`config.mk`:
```
export PLATFORM = sky130hd
export DESIGN_NAME = ctrl_rx_fifo_flat
export DESIGN_NICKNAME = d
export VERILOG_FILES = /design/src/rtl/ctrl_rx_fifo_pkg.sv /design/src/rtl/ctrl_rx_fifo_if.sv /design/src/rtl/ctrl_rx_fifo_mem.sv /design/src/rtl/ctrl_rx_fifo.sv /design/src/flat_wrapper.sv
export SDC_FILE = /design/constraint.sdc
export NUM_CORES = 1
export LEC_CHECK = 0
export BUFFER_PORTS_ARGS = -buffer_cell sky130_fd_sc_hd__buf_2
export CORE_AREA = 2 2 110 112
export DETAILED_ROUTE_END_ITERATION = 10
export DIE_AREA = 0 0 112 114
export GPL_ROUTABILITY_DRIVEN = 0
export GPL_TIMING_DRIVEN = 0
export HOLD_SLACK_MARGIN = 0.1
export PLACE_DENSITY = 0.7
export SYNTH_ARGS = -nofsm -noshare
export SYNTH_HDL_FRONTEND = slang
export SYNTH_HIERARCHICAL = 1
export SYNTH_SLANG_ARGS = --single-unit
```
`constraint.sdc`:
```
create_clock -name clk -period 3.2 [get_ports clk]
set_input_delay 0.32 -clock clk [delete_from_list [all_inputs] [get_ports clk]]
set_output_delay 0.32 -clock clk [all_outputs]
set_load 0.02 [all_outputs]
```
`src/rtl/ctrl_rx_fifo_pkg.sv`:
```
// Shared constants for the receive byte FIFO between the serial receiver and the control unit.
// Optional build macro: CTRL_RX_FIFO_STATS_EN (adds the saturating drop counter).
package ctrl_rx_fifo_pkg;

  // Buffer size shared by the control unit and the FIFO top level.
  localparam int CTRL_RX_FIFO_DEPTH = 16;
  localparam int DROP_W = 16;

  function automatic logic [DROP_W-1:0] sat_inc(input logic [DROP_W-1:0] val);
    return (val == {DROP_W{1'b1}}) ? val : val + DROP_W'(1);
  endfunction

endpackage

```
`src/rtl/ctrl_rx_fifo_if.sv`:
```
// Receive FIFO bundle: receiver push side, control-unit pop side and status.
// Optional build macro: CTRL_RX_FIFO_STATS_EN (adds drop_count).
interface ctrl_rx_fifo_if
  import ctrl_rx_fifo_pkg::*;
#(
  parameter int DEPTH   = CTRL_RX_FIFO_DEPTH,
  parameter int LEVEL_W = $clog2(DEPTH) + 1
);
  logic [7:0]         rx_byte;
  logic               rx_valid;
  logic               flush;
  logic [7:0]         in_byte;
  logic               in_ready;
  logic               next;
  logic [LEVEL_W-1:0] level;
  logic               full;
  logic               overflow;
  logic               underflow;
`ifdef CTRL_RX_FIFO_STATS_EN
  logic [DROP_W-1:0]  drop_count;
`endif

  modport master (
    output rx_byte, rx_valid, flush, next,
    input  in_byte, in_ready, level, full, overflow, underflow
`ifdef CTRL_RX_FIFO_STATS_EN
    , input drop_count
`endif
  );

  modport slave (
    input  rx_byte, rx_valid, flush, next,
    output in_byte, in_ready, level, full, overflow, underflow
`ifdef CTRL_RX_FIFO_STATS_EN
    , output drop_count
`endif
  );

endinterface

```
`src/rtl/ctrl_rx_fifo_mem.sv`:
```
// Simple dual-port byte RAM: one synchronous write port, one asynchronous read port.
// Written to map onto distributed RAM; no reset on the array.
module ctrl_rx_fifo_mem #(
  parameter int DEPTH  = 16,
  parameter int ADDR_W = $clog2(DEPTH)
) (
  input  logic              clk,
  input  logic              we,
  input  logic [ADDR_W-1:0] waddr,
  input  logic [7:0]        wdata,
  input  logic [ADDR_W-1:0] raddr,
  output logic [7:0]        rdata
);
  logic [7:0] mem [DEPTH];

  always_ff @(posedge clk) begin
    if (we) mem[waddr] <= wdata;
  end

  assign rdata = mem[raddr];

endmodule

```
`src/rtl/ctrl_rx_fifo.sv`:
```
// Show-ahead receive byte FIFO with registered head, level/full flags and overflow/underflow pulses.
// Optional build macro: CTRL_RX_FIFO_STATS_EN (saturating drop_count, cleared only by reset).
module ctrl_rx_fifo
  import ctrl_rx_fifo_pkg::*;
#(
  parameter int DEPTH   = CTRL_RX_FIFO_DEPTH,
  localparam int LEVEL_W = $clog2(DEPTH) + 1,
  localparam int ADDR_W  = $clog2(DEPTH)
) (
  input logic         clk,
  input logic         reset,
  ctrl_rx_fifo_if.slave bus
);
  logic [LEVEL_W-1:0] wr_ptr, rd_ptr, wr_nxt, rd_nxt, level_nxt;
  logic [LEVEL_W-1:0] level_q;
  logic [7:0]         in_byte_q, mem_rdata, head_nxt;
  logic               in_ready_q, full_q, overflow_q, underflow_q;
  logic               push, pop, clr, ovf_evt;

  assign clr     = reset || bus.flush;
  assign pop     = bus.next && in_ready_q;
  assign push    = bus.rx_valid && (!full_q || pop);
  assign ovf_evt = bus.rx_valid && full_q && !pop;

  assign wr_nxt    = push ? wr_ptr + LEVEL_W'(1) : wr_ptr;
  assign rd_nxt    = pop  ? rd_ptr + LEVEL_W'(1) : rd_ptr;
  assign level_nxt = wr_nxt - rd_nxt;

  // The head is read at the post-update read pointer; when that slot is the one
  // being written this cycle the RAM does not hold it yet, so take rx_byte.
  assign head_nxt = (push && (rd_nxt == wr_ptr)) ? bus.rx_byte : mem_rdata;

  ctrl_rx_fifo_mem #(.DEPTH(DEPTH)) u_mem (
    .clk   (clk),
    .we    (push && !clr),
    .waddr (wr_ptr[ADDR_W-1:0]),
    .wdata (bus.rx_byte),
    .raddr (rd_nxt[ADDR_W-1:0]),
    .rdata (mem_rdata)
  );

  always_ff @(posedge clk) begin
    if (clr) begin
      wr_ptr      <= '0;
      rd_ptr      <= '0;
      level_q     <= '0;
      full_q      <= 1'b0;
      in_ready_q  <= 1'b0;
      in_byte_q   <= 8'h00;
      overflow_q  <= 1'b0;
      underflow_q <= 1'b0;
    end else begin
      wr_ptr      <= wr_nxt;
      rd_ptr      <= rd_nxt;
      level_q     <= level_nxt;
      full_q      <= (level_nxt == LEVEL_W'(DEPTH));
      in_ready_q  <= (level_nxt != '0);
      in_byte_q   <= head_nxt;
      overflow_q  <= ovf_evt;
      underflow_q <= bus.next && !in_ready_q;
    end
  end

  assign bus.in_byte   = in_byte_q;
  assign bus.in_ready  = in_ready_q;
  assign bus.level     = level_q;
  assign bus.full      = full_q;
  assign bus.overflow  = overflow_q;
  assign bus.underflow = underflow_q;

`ifdef CTRL_RX_FIFO_STATS_EN
  logic [DROP_W-1:0] drop_count_q;

  // A byte offered during flush is discarded, not counted as dropped.
  always_ff @(posedge clk) begin
    if (reset)                       drop_count_q <= '0;
    else if (!bus.flush && ovf_evt)  drop_count_q <= sat_inc(drop_count_q);
  end

  assign bus.drop_count = drop_count_q;
`endif

endmodule
```
`src/flat_wrapper.sv`:
```
// flat-port wrapper written by rule: the top's interface ports become plain ports
module ctrl_rx_fifo_flat import ctrl_rx_fifo_pkg::*;
#(
  parameter int DEPTH   = CTRL_RX_FIFO_DEPTH,
  localparam int LEVEL_W = $clog2(DEPTH) + 1,
  localparam int ADDR_W  = $clog2(DEPTH)
)
  (clk, reset, bus_rx_byte, bus_rx_valid, bus_flush, bus_next, bus_in_byte, bus_in_ready, bus_level, bus_full, bus_overflow, bus_underflow);
  ctrl_rx_fifo_if #(.DEPTH(DEPTH)) bus_i ();
  input logic clk;
  input logic reset;
  input wire logic [$bits(bus_i.rx_byte)-1:0] bus_rx_byte;
  input wire logic [$bits(bus_i.rx_valid)-1:0] bus_rx_valid;
  input wire logic [$bits(bus_i.flush)-1:0] bus_flush;
  input wire logic [$bits(bus_i.next)-1:0] bus_next;
  output wire logic [$bits(bus_i.in_byte)-1:0] bus_in_byte;
  output wire logic [$bits(bus_i.in_ready)-1:0] bus_in_ready;
  output wire logic [$bits(bus_i.level)-1:0] bus_level;
  output wire logic [$bits(bus_i.full)-1:0] bus_full;
  output wire logic [$bits(bus_i.overflow)-1:0] bus_overflow;
  output wire logic [$bits(bus_i.underflow)-1:0] bus_underflow;
  assign bus_i.rx_byte = bus_rx_byte;
  assign bus_i.rx_valid = bus_rx_valid;
  assign bus_i.flush = bus_flush;
  assign bus_i.next = bus_next;
  assign bus_in_byte = bus_i.in_byte;
  assign bus_in_ready = bus_i.in_ready;
  assign bus_level = bus_i.level;
  assign bus_full = bus_i.full;
  assign bus_overflow = bus_i.overflow;
  assign bus_underflow = bus_i.underflow;
  ctrl_rx_fifo #(.DEPTH(DEPTH)) u_core (.clk(clk), .reset(reset), .bus(bus_i));
endmodule
```
# == Word-level counts from Yosys, hierarchy flattened ==
# Memories as Yosys holds them, arrays and structs flattened.
# Cells that the tools add are included.
# word_totals
word_cells,33
mem_count,1
input_bits,13
out_inout_bits,17
reg_bits,27
ramBits,128
# classes
muxes,5
n_addsub,3
n_reduce_logical,14
eq_ne,2
# mem_list
name,words,width,read_ports,rd_clocked_by_memory_dff,write_ports,line,source
u_core.u_mem.mem,16,8,1,0,1,ctrl_rx_fifo_mem.sv:14,logic [7:0] mem [DEPTH];
# op_table
operator,n
$add 5x1->5 const B,2
$mux 5,2
$mux 8,1
$logic_and 1x1->1,7
$eq 5x5->1,1
$eq 5x5->1 const B,1
$reduce_bool 5->1,1
$sub 5x5->5,1
$logic_not 1->1,4
$logic_or 1x1->1,2
$mux 1,2

# == Logic depth before layout (Yosys ltp) ==
# depth
word_depth,6
mapped_depth,10
mapped_depth_nobuf,9

# == By module ==
# Netlist, hierarchy kept.
# by_module_without_submodules
module,instances,seq_area_each_um2,area_per_inst_um2,cells_each
ctrl_rx_fifo_mem,1,3843.7,4987.3,221
ctrl_rx_fifo,1,540.5,1295.0,128

# == Worst setup path after synthesis ==
# OpenSTA, ideal clock, no wires.
# synth_path
path_kind,in2reg
from,input bus_flush
to,"memory u_core.u_mem.mem[0][0], enable pin"
required_time_ns,2.817
path_stages,6
setup_ns,0.383
slack_ns,0.524
arrival_ns,2.293
n_path_buf,2
cell_sequence,or2_2 clkbuf_1 clkbuf_1 nor2_1 or3b_2 nor3_1
# synth_via
elab_chain_len,5
# synth_lines
element,line,source
from (decl),flat_wrapper.sv:14,input wire logic [$bits(bus_i.flush)-1:0] bus_flush;
$logic_or 1x1->1,ctrl_rx_fifo.sv:20,assign clr = reset || bus.flush;
$logic_not 1->1,ctrl_rx_fifo.sv:35,".we (push && !clr),"
$logic_and 1x1->1,ctrl_rx_fifo.sv:35,
$mux 1,ctrl_rx_fifo_mem.sv:17,if (we) mem[waddr] <= wdata;
$mux 1 (implied by the code),ctrl_rx_fifo_mem.sv:17,
to (decl),ctrl_rx_fifo_mem.sv:14,
# No other way between the ends.

# == Worst setup path in the final report ==
# layout_path
from,register u_core.in_ready_q (netlist: u_core/bus.in_ready)
to,register u_core.in_ready_q (netlist: u_core/bus.in_ready)
# layout_via
elab_chain_len,6
elab_cells_between_ends,7
classes_between,1 x add/sub; 2 x mux; 4 x reduce/logical
# layout_lines
element,line,source
from (decl),ctrl_rx_fifo.sv:17,"logic in_ready_q, full_q, overflow_q, underflow_q;"
from (signal assigned),ctrl_rx_fifo.sv:57,in_ready_q <= (level_nxt != '0);
$logic_and 1x1->1 (*),ctrl_rx_fifo.sv:21,assign pop = bus.next && in_ready_q;
$logic_or 1x1->1,ctrl_rx_fifo.sv:22,assign push = bus.rx_valid && (!full_q || pop);
$logic_and 1x1->1,ctrl_rx_fifo.sv:22,
$mux 5,ctrl_rx_fifo.sv:25,assign wr_nxt = push ? wr_ptr + LEVEL_W'(1) : wr_ptr;
$sub 5x5->5 (*),ctrl_rx_fifo.sv:27,assign level_nxt = wr_nxt - rd_nxt;
$reduce_bool 5->1 (*),ctrl_rx_fifo.sv:57,
# Every way passes the cells marked *; elsewhere a longest branch is shown, timed or not.
# A chain may end at the register's enable or synchronous reset.

==> results.toml <==
[status]
outcome = "completed"

[detailed_routing]
dr.first_iter.drc_count = 314
antenna_left = 0
drt_wl_total_um = 12600
vias = 3295
via_per_inst = 5.93
drc = 0
wl_per_cell_um = 22.6
firstDrtPassIters = 4

[timing]
rsz0062_at_grt = "false"
fin_worst_skew_ns = 0.00503
worst_pin_slew_ns = 1.18
finalSetupViolations = 0
fmax_mhz = 348
drv_slew = 0
finalCritPeriodShare = 0.898
relSlewSlack = 0.208
finalHoldViolations = 0
timing.hold.ws_ns = 0.214
fin_crit_ns = 2.87
final.setup.tns_ns = 0

[yosys]
syn_inst = 349
synth_flop_cell = "edfxtp_1"
syn_avg_cell_area_sq_um = 18.0
synth-async-reset-ratio = 0
syn-cell-area_sq_um = 6280
syn-num-nets = 369
synthDistinctLibCells = 46
yosysSeqAreaShare = 0.698
yosysTopAreaCell = "edfxtp_1"
synth.area.top_cells = "edfxtp_1, dfxtp_1, mux4_2"
synth_edf_count = 128
synth_top_area_share = 0.612
ys_warn_count = 6
synth_seq_cells = 155

[finish]
insertedDiodeCount = 0
multi_input_area_sq_um = 1790
fin_cells = 556
final_core_util = 0.618
fin_area_sq_um = 7240
final_layout_size_suffix_gt1_frac = 0.235
final_cell_mix = "edfxtp_1, nor2_1, buf_2"
num-fill-cells = 847
area_delta_synth_final_pct = 15.2
final_nets = 419
final_common_cell = "edfxtp_1"
seq_area_sq_um = 4380

[pwr]
power_density_nw_per_um2 = 623
p_leak_uw = 0.00253
peakVddDrop_mv = 0.392

[die]
core_area_sq_um = 11700
dieArea_sq_um = 12800
rows = 40
io-pin-count = 30
die_y_um = 114
initial_core_util = 0.536
die_w_um = 112

[worst_hold_path]
hp-class = "in2reg"

[setup_path]
worstSetupPathType = "reg2reg"
critPathLaunchType = "flip-flop"
arrival_ns = 3.15
timing.rr.start = "u_core/bus.in_ready$_SDFF_PP0_"
crit_path_start = "u_core/bus.in_ready$_SDFF_PP0_"
endpoint = "u_core/bus.in_ready$_SDFF_PP0_"
r2r-end = "u_core/bus.in_ready$_SDFF_PP0_"
r2r_cells = 9
rrSetupSlack_ns = 0.33
end_kind = "flip-flop"
critPathRequiredTime_ns = 3.48
worst-path-max-fanout = 8

[global_routing]
antenna_found_initial = 0
grt_first_pass_wirelength_um = 18800
grt_max_degree = 18
grt_use_total = 0.207
grt_overflow = 0
grt_pass1_vias = 3254

[place]
place_hpwl_um = 7900
place_inst = 525
port_buffers = 29
place_area_sq_um = 6610

[clocking]
numCtsBuffers = 17
clock-sinks = 155
cts.hold.buffers_added = 0
cts-htree-levels = 4
path_clk_slew_ns = 0.06
clock_latency_ns = 0.41
cts_tree = "built"
clockBufferDepth = 2
ctsRootBufferMaster = "clkbuf_16"

[flow_run]
cap_violations = 0
[worst min path at each step]
stage,from,endpoint,cells past startpoint
3_3_place_gp,u_core/wr_ptr[4]$_SDFF_PP0_,u_core/wr_ptr[4]$_SDFF_PP0_,2
5_1_grt,bus_rx_valid,u_core/bus.overflow$_SDFF_PP0_,3
6_report,bus_rx_valid,u_core/bus.overflow$_SDFF_PP0_,3
2_1_floorplan,bus_rx_byte[0],u_core/u_mem/mem[0][0]$_DFFE_PP_,0
3_5_place_dp,u_core/wr_ptr[4]$_SDFF_PP0_,u_core/wr_ptr[4]$_SDFF_PP0_,2
4_1_cts,bus_rx_valid,u_core/bus.overflow$_SDFF_PP0_,3
[through the flow]
| step | power, uW | worst slack, ns |
|---|---|---|
| global route | 4640 | 0.181 |
| floorplan | 2390 | 0.524 |
| CTS | 4550 | 0.228 |
| finish | 4510 | 0.326 |
| global placement | 2460 | -0.326 |
| detailed placement | 2470 | -0.415 |
[synthesized netlist by cell type, types with 2 or more instances]
master           count
mux4_1              14
nor2_1              37
and3_1               2
mux2i_1              9
buf_2                3
clkbuf_1             3
buf_6                3
inv_1                5
nand3_2              2
a22oi_1             16
nand3b_1             2
dfxtp_1             27
xnor3_1              2
edfxtp_1           128
xnor2_1              8
nand3_1              5
nand2_1             13
and2_1               2
nor3_1               5
nand2b_1             2
xor2_1               6
nor2b_1              5
a21oi_1              3
clkdlybuf4s25_2      3
ha_1                 6
mux4_2              18
[power by group]
part           internal (uW)  leakage [uW]  switching, uW  total (uW)
Sequential              2200       0.00137           9.59        2210
Clock                   1360      0.000294            722        2080
Combinational           92.5      0.000870            128         221
Total                   3650       0.00253            860        4510
[layer usage]
layer  global-route usage  share of wire  up-vias
met3               0.0547          0.059       18
met4               0.0813          0.015        0
met5                    0              0        -
li1                     -              -     1484
met1                0.292           0.44     1680
met2                0.313           0.48      113
[cell type report]
cell class,count,area share
Tap cell,147,0.0254
Inverter,5,0.00259
Multi-Input combinational cell,176,0.247
Clock buffer,19,0.0598
Sequential cell,155,0.606
Clock inverter,10,0.0242
Buffer,13,0.0135
Timing Repair Buffer,31,0.0221
[state kept, by name, summed over array words and instances (netlist names)]
name,count
u_core/bus.full,1
u_core/bus.underflow,1
u_core/u_mem/mem,128
u_core/bus.in_ready,1
u_core/bus.overflow,1
u_core/rd_ptr,5
u_core/wr_ptr,5
u_core/bus.level,5
u_core/bus.in_byte,8
[critical path, stage by stage, from the launching register on]
cell and delay (ns):
dfxtp_1 0.47, a21bo_1 0.20, nand2_1 0.16, xor2_1 0.20, ha_1 0.25, fa_1 0.43, or4b_4 0.55, nand3_2 0.09
xnor2_1 0.23, a31oi_1 0.14
[cells by family after synthesis]
group,after synthesis,share of synthesized area
and+or+nand+nor,85,0.0691
xor gates and xnor gates,18,0.0319
AOI/OAI and AO/OA,24,0.0283
muxes,42,0.139
buffers and inverters,18,0.0185
adders and majority gates,7,0.0151
DFF,155,0.698
[what timing repair did]
| action | in CTS | in global routing |
|---|---|---|
| resized for setup | 1 | 0 |
| setup endpoints to repair | 2 | 0 |
| buffers inserted | 0 | 0 |
| hold endpoints to repair | 0 | 0 |
Note: power is estimated with default switching activity, not from simulation.
